<file path="config.mk">
export PLATFORM = sky130hd
export DESIGN_NAME = icebus_poller
export DESIGN_NICKNAME = d
export VERILOG_FILES = /design/src/rtl/icebus_pkg.sv /design/src/rtl/icebus_poll_timer.sv /design/src/rtl/icebus_poller.sv
export SDC_FILE = /design/constraint.sdc
export NUM_CORES = 1
export LEC_CHECK = 0
export BUFFER_PORTS_ARGS = -buffer_cell sky130_fd_sc_hd__buf_4
export CORE_UTILIZATION = 49
export DETAILED_ROUTE_END_ITERATION = 8
export PLACE_DENSITY = 0.79
export SLEW_MARGIN = 30
export SYNTH_ARGS = -nofsm -noshare
export SYNTH_HDL_FRONTEND = slang
export SYNTH_SLANG_ARGS = --single-unit
</file>
<file path="constraint.sdc">
create_clock -name clk -period 3.6 [get_ports clk]
set_input_delay 0.36 -clock clk [delete_from_list [all_inputs] [get_ports clk]]
set_output_delay 0.36 -clock clk [all_outputs]
set_load 0.01 [all_outputs]
</file>
<file path="src/rtl/icebus_pkg.sv">
// rtl/icebus_pkg.sv - shared register map, FSM states and address helper for the IceBus poller
package icebus_pkg;

  // Motor-controller register selectors (upper byte of the Avalon address)
  localparam logic [7:0] REG_ID       = 8'h00;
  localparam logic [7:0] REG_ENCODER0 = 8'h04;
  localparam logic [7:0] REG_SETPOINT = 8'h0C;

  // Poller FSM states
  typedef enum logic [1:0] {
    ST_IDLE   = 2'd0,
    ST_WRITE  = 2'd1,
    ST_READ   = 2'd2,
    ST_SAMPLE = 2'd3
  } poll_state_e;

  // Avalon address layout: register selector in the upper byte, motor number in the lower
  function automatic logic [15:0] icebus_addr(input logic [7:0] reg_sel, input logic [7:0] motor);
    return {reg_sel, motor};
  endfunction

endpackage

</file>
<file path="src/rtl/icebus_poll_timer.sv">
// rtl/icebus_poll_timer.sv - free-running sweep period timer with one-cycle wrap tick
module icebus_poll_timer #(
  parameter int unsigned POLL_PERIOD_CLKS = 500000
) (
  input  logic clk,
  input  logic reset,
  output logic poll_tick
);

  localparam int unsigned CW = $clog2(POLL_PERIOD_CLKS);
  localparam logic [CW-1:0] LAST_COUNT = CW'(POLL_PERIOD_CLKS - 1);

  logic [CW-1:0] count_q;
  logic [CW-1:0] count_d;

  // Count 0..POLL_PERIOD_CLKS-1 and flag the wrap cycle
  always_comb begin
    poll_tick = 1'b0;
    count_d   = count_q + 1'b1;
    if (count_q == LAST_COUNT) begin
      poll_tick = 1'b1;
      count_d   = '0;
    end
  end

  // Counter register
  always_ff @(posedge clk or posedge reset) begin
    if (reset) begin
      count_q <= '0;
    end else begin
      count_q <= count_d;
    end
  end

endmodule

</file>
<file path="src/rtl/icebus_poller.sv">
// rtl/icebus_poller.sv - periodic encoder sweep and setpoint writer over Avalon-MM
module icebus_poller
  import icebus_pkg::*;
#(
  parameter int unsigned NUMBER_OF_MOTORS = 8,
  parameter int unsigned POLL_PERIOD_CLKS = 500000
) (
  input  logic        clk,
  input  logic        reset,
  output logic [15:0] avm_address,
  output logic        avm_read,
  output logic        avm_write,
  output logic [31:0] avm_writedata,
  input  logic [31:0] avm_readdata,
  input  logic        avm_waitrequest,
  input  logic        cmd_valid,
  output logic        cmd_ready,
  input  logic [7:0]  cmd_motor,
  input  logic [31:0] cmd_setpoint,
  output logic        sample_valid,
  output logic [7:0]  sample_motor,
  output logic [31:0] sample_position,
  output logic        sweep_done,
  output logic        busy,
  output logic        poll_overrun
);

  localparam logic [7:0] LAST_MOTOR = 8'(NUMBER_OF_MOTORS - 1);

  poll_state_e state_q, state_d;
  logic [7:0]  motor_idx_q, motor_idx_d;
  logic        buf_full_q, buf_full_d;
  logic [7:0]  buf_motor_q, buf_motor_d;
  logic [31:0] buf_setpoint_q, buf_setpoint_d;
  logic        pending_q, pending_d;
  logic        sweep_active_q, sweep_active_d;
  logic        overrun_q, overrun_d;
  logic [31:0] rd_data_q, rd_data_d;
  logic        poll_tick;

  icebus_poll_timer #(
    .POLL_PERIOD_CLKS(POLL_PERIOD_CLKS)
  ) u_timer (
    .clk      (clk),
    .reset    (reset),
    .poll_tick(poll_tick)
  );

  assign cmd_ready       = !buf_full_q;
  assign sample_motor    = motor_idx_q;
  assign sample_position = rd_data_q;
  assign poll_overrun    = overrun_q;
  assign busy            = (state_q != ST_IDLE) || sweep_active_q || buf_full_q;

  // Next-state, bus outputs, command buffer and sweep bookkeeping
  always_comb begin
    state_d        = state_q;
    motor_idx_d    = motor_idx_q;
    buf_full_d     = buf_full_q;
    buf_motor_d    = buf_motor_q;
    buf_setpoint_d = buf_setpoint_q;
    pending_d      = pending_q;
    sweep_active_d = sweep_active_q;
    overrun_d      = overrun_q;
    rd_data_d      = rd_data_q;
    avm_address    = 16'h0000;
    avm_read       = 1'b0;
    avm_write      = 1'b0;
    avm_writedata  = 32'h0000_0000;
    sample_valid   = 1'b0;
    sweep_done     = 1'b0;

    // Only one sweep may be outstanding; any further tick is dropped and remembered
    if (poll_tick) begin
      if (pending_q || sweep_active_q) begin
        overrun_d = 1'b1;
      end else begin
        pending_d = 1'b1;
      end
    end

    // Capture a setpoint request only while the buffer is empty
    if (cmd_valid && !buf_full_q) begin
      buf_full_d     = 1'b1;
      buf_motor_d    = cmd_motor;
      buf_setpoint_d = cmd_setpoint;
    end

    unique case (state_q)
      ST_IDLE: begin
        if (buf_full_q) begin
          state_d = ST_WRITE;
        end else if (sweep_active_q) begin
          state_d = ST_READ;
        end else if (pending_q) begin
          pending_d      = 1'b0;
          sweep_active_d = 1'b1;
          state_d        = ST_READ;
        end
      end
      ST_WRITE: begin
        avm_write     = 1'b1;
        avm_address   = icebus_addr(REG_SETPOINT, buf_motor_q);
        avm_writedata = buf_setpoint_q;
        if (!avm_waitrequest) begin
          buf_full_d = 1'b0;
          state_d    = ST_IDLE;
        end
      end
      ST_READ: begin
        avm_read    = 1'b1;
        avm_address = icebus_addr(REG_ENCODER0, motor_idx_q);
        if (!avm_waitrequest) begin
          rd_data_d = avm_readdata;
          state_d   = ST_SAMPLE;
        end
      end
      ST_SAMPLE: begin
        sample_valid = 1'b1;
        state_d      = ST_IDLE;
        if (motor_idx_q == LAST_MOTOR) begin
          motor_idx_d    = 8'd0;
          sweep_done     = 1'b1;
          sweep_active_d = 1'b0;
        end else begin
          motor_idx_d = motor_idx_q + 8'd1;
        end
      end
      default: begin
        state_d = ST_IDLE;
      end
    endcase
  end

  // FSM state register
  always_ff @(posedge clk or posedge reset) begin
    if (reset) begin
      state_q <= ST_IDLE;
    end else begin
      state_q <= state_d;
    end
  end

  // Datapath and flag registers
  always_ff @(posedge clk or posedge reset) begin
    if (reset) begin
      motor_idx_q    <= 8'd0;
      buf_full_q     <= 1'b0;
      buf_motor_q    <= 8'd0;
      buf_setpoint_q <= 32'h0000_0000;
      pending_q      <= 1'b0;
      sweep_active_q <= 1'b0;
      overrun_q      <= 1'b0;
      rd_data_q      <= 32'h0000_0000;
    end else begin
      motor_idx_q    <= motor_idx_d;
      buf_full_q     <= buf_full_d;
      buf_motor_q    <= buf_motor_d;
      buf_setpoint_q <= buf_setpoint_d;
      pending_q      <= pending_d;
      sweep_active_q <= sweep_active_d;
      overrun_q      <= overrun_d;
      rd_data_q      <= rd_data_d;
    end
  end

endmodule

</file>
==> out/metrics.cfg <==
[global_route]
grt_pass1_wl_um=17170
grt_usage_pct=22.16
antenna_found_initial=0
grt_max_degree=77
grt_pass1_vias=3535
overflow=0

[timing]
period_share_pct=68.74
worst_slack_ns=1.125
slew-limit-headroom_pct=54.12
rsz0062_at_grt=false
fin_skew_ns=0.01549
tns_ns=0
period_needed_ns=2.475
timing.fmax_mhz=404.1
hold_viol=0
finalMaxSlewViolations=0
whs_ns=0.09996
setup-violations-final=0
max_slew.worst_pin.slew_ns=0.6818

[critical_path]
required_ns=3.24
crit_path_end_kind=primary output
rrSetupSlack_ns=1.47
crit_arrival_ns=2.11
worstSetupStartpointType=flip-flop
crit_type=reg -> out
crit_fanout=8

[cts]
cts_inserted_buffers=9
cts_root_buffer=clkbuf_8
cts.sinks=105
cts_max_level=3
cts_setup_buffers=0
cts_tree=yes
path_clk_slew_ns=0.11
clk_latency_ns=0.36
cts-hold-fix-buffers=0
clockBufferDepth=2
cts_resized=0

[synth]
synth.cell_area_sq_um=4666
synth_mux_area_share_pct=17.83
syn_avg_cell_area_sq_um=12.61
synth-compound-area-share_pct=3.486
synth_adder_area_share_pct=1.609
postSynthCellCount=370
synthSimpleGateAreaFrac_pct=13.35
synth-xor-area-share_pct=3.754
yosys_warnings=0
async_flop_share_pct=100.0
ys_ff_latch=105
ys.flop_type=dfrtp_1
seq_area_frac_synth_pct=56.32
synth_enable_flop_cells=0
yosys.cell_types.count=36
synth_top_family_by_area=multiplexers

[placed_design]
place.gp.congestion=0.8147
hpwl_um=7661
portBuffers=164
dpl_worst_slack_ns=1.524

[floorplanning]
fp-row-count=35
io_pins=171
start_util_pct=50.49
die_h_um=99.58
core_sq_um=9240
die_area_sq_um=9916
die_x_um=99.58

[drt]
wl_um=10340
drtIter0Drc=88
vias_per_cell=5.018
postRouteAntennaNets=0
wl_per_cell_um=15.45
firstDrtPassIters=4
drc=0
via_count=3357

[status]
status=finished clean

[final_layout]
diodes=0
layout_commonest_cell=buf_4
final_cell_mix=buf_4, dfrtp_1, mux2_2, and2_1, nor2_1
fill_cells=688
fin_nets=617
drive_above_1_share_pct=49.63
area_growth_syn_to_layout_pct=33.57

[power_and_ir_drop]
leakagePower_uw=0.002990
ir_drop_v=0.0003886
power_density_nw_per_um2=740.0

[job]
drv_cap=0

[hold_path]
hold_path_class=in -> async

worst max-delay path: stages (launching register included):
cell and delay, ns:
dfrtp_1 0.49, ha_1 0.26, nand4bb_1 0.11, nor4_1 0.53, and2_1 0.24, buf_4 0.12
cells by family (layout without fill, tap and decap cells):
logic type                 after synthesis  count (layout)
and+or+nand+nor                        107             107
DFF                                    105             105
muxes                                   74              74
buffers and inverters                   33             198
AOI/OAI and AO/OA                       24              24
xor gates and xnor gates                20              20
adders and majority gates                6               6
other                                    1               6
layer usage:
metal  track usage [%]  vias up  wire (um)
met5                 0        -          0
met4             6.448        0        121
met3             8.011       13        798
met2             36.59      113       5160
met1             27.44     1650       4255
li1                  -     1581          -
through the flow:
step	total power, uW	utilization (%)	instance area, sq um	instances
floorplan	2994	-	4684	375
global placement	3845	65.00	6006	652
detailed placement	3938	65.29	6033	653
CTS	4659	67.42	6230	669
global route	4900	67.45	6232	669
finish	4612	67.45	6232	669
cell type report:
cell class | count | area, sq um | area share [%]
clock buffer | 10 | 137.6 | 2.208
clock inverter | 6 | 58.81 | 0.9436
inverter | 12 | 50.05 | 0.8031
multi-input combinational | 237 | 1901 | 30.50
sequential | 105 | 2628 | 42.16
tap | 129 | 161.4 | 2.590
timing repair buffer | 170 | 1296 | 20.80
power breakdown:
part	total [uW]	leakage, uW	switching [uW]	internal [uW]
Sequential	1910	0.00129	279	1640
Clock	716	0.000102	429	287
Combinational	1980	0.00160	850	1130
Total	4610	0.00299	1560	3050
cells in the mapped netlist (8+ instances only):
library cell,instances,area share [%]
dfrtp_1,105,56
mux2_2,73,18
and2_1,33,4.4
nor2_1,19,1.5
xnor2_1,15,2.8
inv_1,12,0.97
nand2_1,10,0.80
a22oi_1,9,1.4
nand3_1,9,0.97
nor2b_1,9,1.2
nand4_1,8,1.1
final timing paths:
path,from,to,cells past startpoint
setup / recovery,sample_motor[0],sweep_done,5
hold / removal,reset,sample_position[28],2
setup reg to reg,state_q[0],sample_position[30],6
hold reg to reg,poll_overrun,poll_overrun,1
max in group asynchronous,reset,buf_setpoint_q[16],3
min in group clk,cmd_setpoint[4],buf_setpoint_q[4],2
state kept, by name, indices dropped and copies added, names as in the netlist:
signal / count
pending_q: 1
buf_setpoint_q: 32
buf_full_q: 1
u_timer.count_q: 19
sweep_active_q: 1
state_q: 2
poll_overrun: 1
sample_motor: 8
buf_motor_q: 8
sample_position: 32
(Power assumes the default switching activity.)
